**config.mk**
```make
export PLATFORM = sky130hd
export DESIGN_NAME = alu_sequencer
export DESIGN_NICKNAME = d
export VERILOG_FILES = /design/src/rtl/alu_sequencer.sv
export SDC_FILE = /design/constraint.sdc
export NUM_CORES = 1
export LEC_CHECK = 0
export ABC_AREA = 1
export CAP_MARGIN = 20
export CORE_MARGIN = 10
export CORE_UTILIZATION = 25
export CTS_CLUSTER_DIAMETER = 40
export DETAILED_ROUTE_END_ITERATION = 10
export PLACE_DENSITY = 0.47
export SYNTH_ARGS = -nofsm -noshare
export SYNTH_HDL_FRONTEND = slang
export SYNTH_SLANG_ARGS = --single-unit
```
**constraint.sdc**
```tcl
create_clock -name clk -period 1.15 [get_ports clk]
set_clock_uncertainty 0.15 [all_clocks]
set_input_delay 0.23 -clock clk [delete_from_list [all_inputs] [get_ports clk]]
set_output_delay 0.23 -clock clk [all_outputs]
set_load 0.01 [all_outputs]
```
**src/rtl/alu_sequencer.sv**
```systemverilog
// Expands one ALU opcode into 1-2 registered control steps for the ALU datapath.
// Takes one opcode per valid/ready handshake; no back-to-back accepts.
module alu_sequencer #(
  parameter logic [2:0] NONE_SEL = 3'd7,
  parameter int         OP_W     = 4
) (
  input  logic            clk,
  input  logic            rst,
  input  logic            cmd_valid,
  input  logic [OP_W-1:0] cmd_op,
  output logic            cmd_ready,
  output logic [2:0]      outctl,
  output logic [2:0]      loadctl,
  output logic            alt,
  output logic            calcfn,
  output logic            ext_oe,
  output logic            ext_load,
  output logic            done,
  output logic            err
);

  typedef enum logic [1:0] {IDLE, S0, S1} state_t;

  typedef struct packed {
    logic [2:0] outctl;
    logic [2:0] loadctl;
    logic       alt;
    logic       calcfn;
    logic       ext_oe;
    logic       ext_load;
  } ctl_t;

  localparam ctl_t CTL_IDLE = '{outctl: NONE_SEL, loadctl: NONE_SEL, alt: 1'b0,
                                calcfn: 1'b1, ext_oe: 1'b0, ext_load: 1'b0};

  state_t          state_q;
  ctl_t            ctl_q;
  logic [OP_W-1:0] op_q;
  logic            ready_q;
  logic            done_q;
  logic            err_q;

  function automatic logic is_two_step(input logic [OP_W-1:0] op);
    return (op == OP_W'(8)) || (op == OP_W'(9)) || (op == OP_W'(10));
  endfunction

  // Fields not named for an opcode/step stay at their idle value.
  function automatic ctl_t step_ctl(input logic [OP_W-1:0] op, input logic second);
    ctl_t c;
    c = CTL_IDLE;
    if (!second) begin
      case (op)
        OP_W'(1):  begin c.outctl = 3'd1; c.loadctl = 3'd0; end
        OP_W'(2):  begin c.outctl = 3'd0; c.loadctl = 3'd1; end
        OP_W'(3):  begin c.outctl = 3'd2; c.loadctl = 3'd0; c.calcfn = 1'b0; end
        OP_W'(4):  begin c.outctl = 3'd2; c.loadctl = 3'd0; c.alt = 1'b1; c.calcfn = 1'b0; end
        OP_W'(5):  begin c.outctl = 3'd2; c.alt = 1'b1; c.calcfn = 1'b0; end
        OP_W'(6):  begin c.ext_oe = 1'b1; c.loadctl = 3'd0; end
        OP_W'(7), OP_W'(8), OP_W'(9), OP_W'(10):
                   begin c.ext_oe = 1'b1; c.loadctl = 3'd1; end
        OP_W'(11): begin c.outctl = 3'd0; c.ext_load = 1'b1; end
        OP_W'(12): begin c.outctl = 3'd1; c.ext_load = 1'b1; end
        default:   c = CTL_IDLE;
      endcase
    end else begin
      case (op)
        OP_W'(8):  begin c.outctl = 3'd2; c.loadctl = 3'd0; c.calcfn = 1'b0; end
        OP_W'(9):  begin c.outctl = 3'd2; c.loadctl = 3'd0; c.alt = 1'b1; c.calcfn = 1'b0; end
        OP_W'(10): begin c.outctl = 3'd2; c.alt = 1'b1; c.calcfn = 1'b0; end
        default:   c = CTL_IDLE;
      endcase
    end
    return c;
  endfunction

  always_ff @(posedge clk) begin
    if (rst) begin
      state_q <= IDLE;
      ctl_q   <= CTL_IDLE;
      op_q    <= '0;
      ready_q <= 1'b1;
      done_q  <= 1'b0;
      err_q   <= 1'b0;
    end else begin
      case (state_q)
        IDLE: begin
          done_q <= 1'b0;
          ctl_q  <= CTL_IDLE;
          if (cmd_valid && ready_q) begin
            state_q <= S0;
            op_q    <= cmd_op;
            err_q   <= (cmd_op > OP_W'(12));
            ctl_q   <= step_ctl(cmd_op, 1'b0);
            done_q  <= !is_two_step(cmd_op);
            ready_q <= 1'b0;
          end
        end
        S0: begin
          if (is_two_step(op_q)) begin
            state_q <= S1;
            ctl_q   <= step_ctl(op_q, 1'b1);
            done_q  <= 1'b1;
          end else begin
            state_q <= IDLE;
            ctl_q   <= CTL_IDLE;
            done_q  <= 1'b0;
            ready_q <= 1'b1;
          end
        end
        default: begin
          state_q <= IDLE;
          ctl_q   <= CTL_IDLE;
          done_q  <= 1'b0;
          ready_q <= 1'b1;
        end
      endcase
    end
  end

  assign cmd_ready = ready_q;
  assign outctl    = ctl_q.outctl;
  assign loadctl   = ctl_q.loadctl;
  assign alt       = ctl_q.alt;
  assign calcfn    = ctl_q.calcfn;
  assign ext_oe    = ctl_q.ext_oe;
  assign ext_load  = ctl_q.ext_load;
  assign done      = done_q;
  assign err       = err_q;

endmodule

```
==> impl_metrics.tcl <==
set metrics [dict create \
    p_switching_uw 401 \
    cts_tree "yes" \
    syn_nets 121 \
    hold_end "cmd_ready$_SDFFE_PP1P_" \
    grt_setup_unrepaired "yes" \
    grt_pass1_vias 882 \
    synth-edff-count 0 \
    synth_top_area_share 0.445 \
    hpwl_um 1740 \
    rrSetupSlack_ns -0.07 \
    dp_cells 200 \
    yosysMostFrequentCell "nand2_1" \
    cp-start-kind "flip-flop" \
    fin_util 0.440 \
    area_growth_pct 67.2 \
    viasPerCell 4.14 \
    whs_path_depth 4 \
    start_util 0.263 \
    outcome "complete, but fails checks" \
    period_share 1.06 \
    ctsHoldBuffers 0 \
    relSlewSlack 0.834 \
    yosysWarnings 0 \
    async_flop_share 0 \
    fillCellCount 322 \
    worst_slack_ns -0.0716 \
    detail-route-antenna-nets 0 \
    drcViolationCount 0 \
    synth_common_cells "27 x nand2_1, 18 x dfxtp_1, 16 x nor2_1" \
    antenna_found_initial 0 \
    yosysTopAreaCell "dfxtp_1" \
    die_h_um 76.9 \
    syn_area_um2 810 \
    vias 857 \
    reg2reg_to "outctl[2]$_SDFF_PP1_" \
    p_int_uw 1050 \
    grt_pass1_wl_um 3880 \
    finalCriticalPeriod_ns 1.22 \
    antenna_cells 0 \
    r2r-start "state_q[0]$_SDFFE_PP0N_" \
    crit_type "reg -> reg" \
    nNetsFinal 171 \
    hp-start "cmd_valid" \
    critPathLaunch "state_q[0]$_SDFFE_PP0N_" \
    worstHoldPathType "in -> reg" \
    synth.distinct_cells 20 \
    rr_worst_depth 6 \
    dieArea_mm2 0.00591 \
    cts_buffers 3 \
    clk_pin_slew_worst_paths_ns 0.11 \
    ys_seq_area_frac 0.445 \
    grt_max_degree 11 \
    gp_congestion 0.897 \
    placementRows 20 \
    swShare 0.277 \
    htreeDepth 1 \
    grt.overflow.total 0 \
    grt_use_total 0.0806 \
    ys_ff_latch 18 \
    die_w_um 76.9 \
    wl_um 2240 \
    peakVddDrop_mv 0.410 \
    finalNonFillerCells 207 \
    synthCells 114 \
    ys.flop_type "dfxtp_1" \
    clk_latency_ns 0.29 \
    clockPowerShare 0.267 \
    wl_per_cell_um 10.8 \
    synth.avg_cell_area_um2 7.10 \
    tightest_slew_ns 0.247 \
    crit_fanout 3 \
    ys_top_cells_by_area "dfxtp_1 45%, nand2_1 13%, nor2_1 7.4%" \
    portBuffers 19 \
    max_cap_viol_count 0 \
    fmax_ghz 0.819 \
    drtIter0Drc 26 \
    cp.arrival_ns 1.27 \
    clockBufferDepth 2 \
    power_frac_comb 0.256 \
    final-max-slew-violation-count 0 \
    ioPinCount 20 \
    clkSinkCount 18 \
    root_buffer "clkbuf_4" \
    end_kind "flip-flop" \
    p_leak_uw 0.000655 \
    drt_pass1_iterations 4 \
    layout-drive-gt1-share 0.497 \
    setup_viol 10 \
    cp_data_required_time_ns 1.20 \
    core_area_mm2 0.00308 \
    seq_power_share 0.476 \
    failed_checks "negative setup slack" \
    powerDensity_mw_per_mm2 1070 \
    hold_viol 0 \
]
## power by group through the flow
stage                     Clock [uW]  Combinational [uW]  Sequential, uW
after global routing             441                 412             695
after CTS                        410                 335             685
final                            387                 371             690
after detailed placement           0                 325             695
after global placement             0                 326             694
after floorplan                    0                 139             704
## worst max-delay path, stage by stage, from the launching register on
cell	delay, ns
dfxtp_2	0.36
inv_1	0.06
nor2_2	0.10
nand4_1	0.17
nand2_1	0.12
inv_2	0.04
and2_1	0.14
## routing by layer
metal	GRT usage	vias to the layer above	wire (um)
met2	0.132	16	1100
met3	0.0303	4	90
met5	0	-	0
met4	0.0558	0	55
met1	0.0838	375	987
li1	-	462	-
## worst max-delay path by stage
stage                            to  slack (ns)
6_report       outctl[2]$_SDFF_PP1_       -0.07
5_1_grt            err$_SDFFE_PP0P_       -0.18
4_1_cts        outctl[2]$_SDFF_PP1_       -0.07
3_5_place_dp   outctl[0]$_SDFF_PP1_       -0.55
3_3_place_gp   outctl[0]$_SDFF_PP1_       -0.54
2_1_floorplan  outctl[2]$_SDFF_PP1_       -0.03
## through the flow
step	setup TNS, ns	setup WS [ns]	total power (uW)	hold WS, ns	instance area, um2
floorplan	-0.0310	-0.0310	842	0.153	821
global placement	-8.08	-0.544	1020	0.304	1230
detailed placement	-8.08	-0.551	1020	0.311	1230
CTS	-0.252	-0.0700	1430	0.222	1280
global route	-1.72	-0.180	1550	0.247	1350
finish	-0.260	-0.0716	1450	0.234	1350
## layout by cell type (no fill, tap or decap), types with 5 or more instances in the layout
cell,instances
dfxtp_2,10
nand2_1,24
dfxtp_1,7
nor2_2,5
buf_4,25
nor2_1,11
buf_2,5
buf_6,11
a21oi_1,7
inv_1,8
nand3_1,7
## area by class of cell
cell class / count / area (um2) / share of cell area
multi-input cells: 80 / 443 / 0.327
repair buffers: 47 / 387 / 0.286
clock buffers: 4 / 36.3 / 0.0268
inverters: 14 / 56.3 / 0.0416
well taps: 44 / 55.1 / 0.0407
flip-flops and latches: 18 / 377 / 0.278
## logic make-up (layout without fill, tap and decap cells)
group	count (synthesis)	in the layout	share of synthesized area
DFF	18	18	0.445
buffers and inverters	16	65	0.0896
and+or+nand+nor	60	60	0.337
AOI/OAI and AO/OA	20	20	0.128
## flip-flops by register name (all words and copies together), names as in the netlist
register,flops
ext_load,1
alt,1
loadctl,2
outctl,3
done,1
calcfn,1
op_q,4
ext_oe,1
err,1
cmd_ready,1
state_q,2
## timing repair
action	in CTS	in global routing
setup buffers	2	1
setup endpoints to repair	29	28
pin swaps	6	6
resized for setup	78	23
Note: power is estimated with default switching activity, not from simulation.
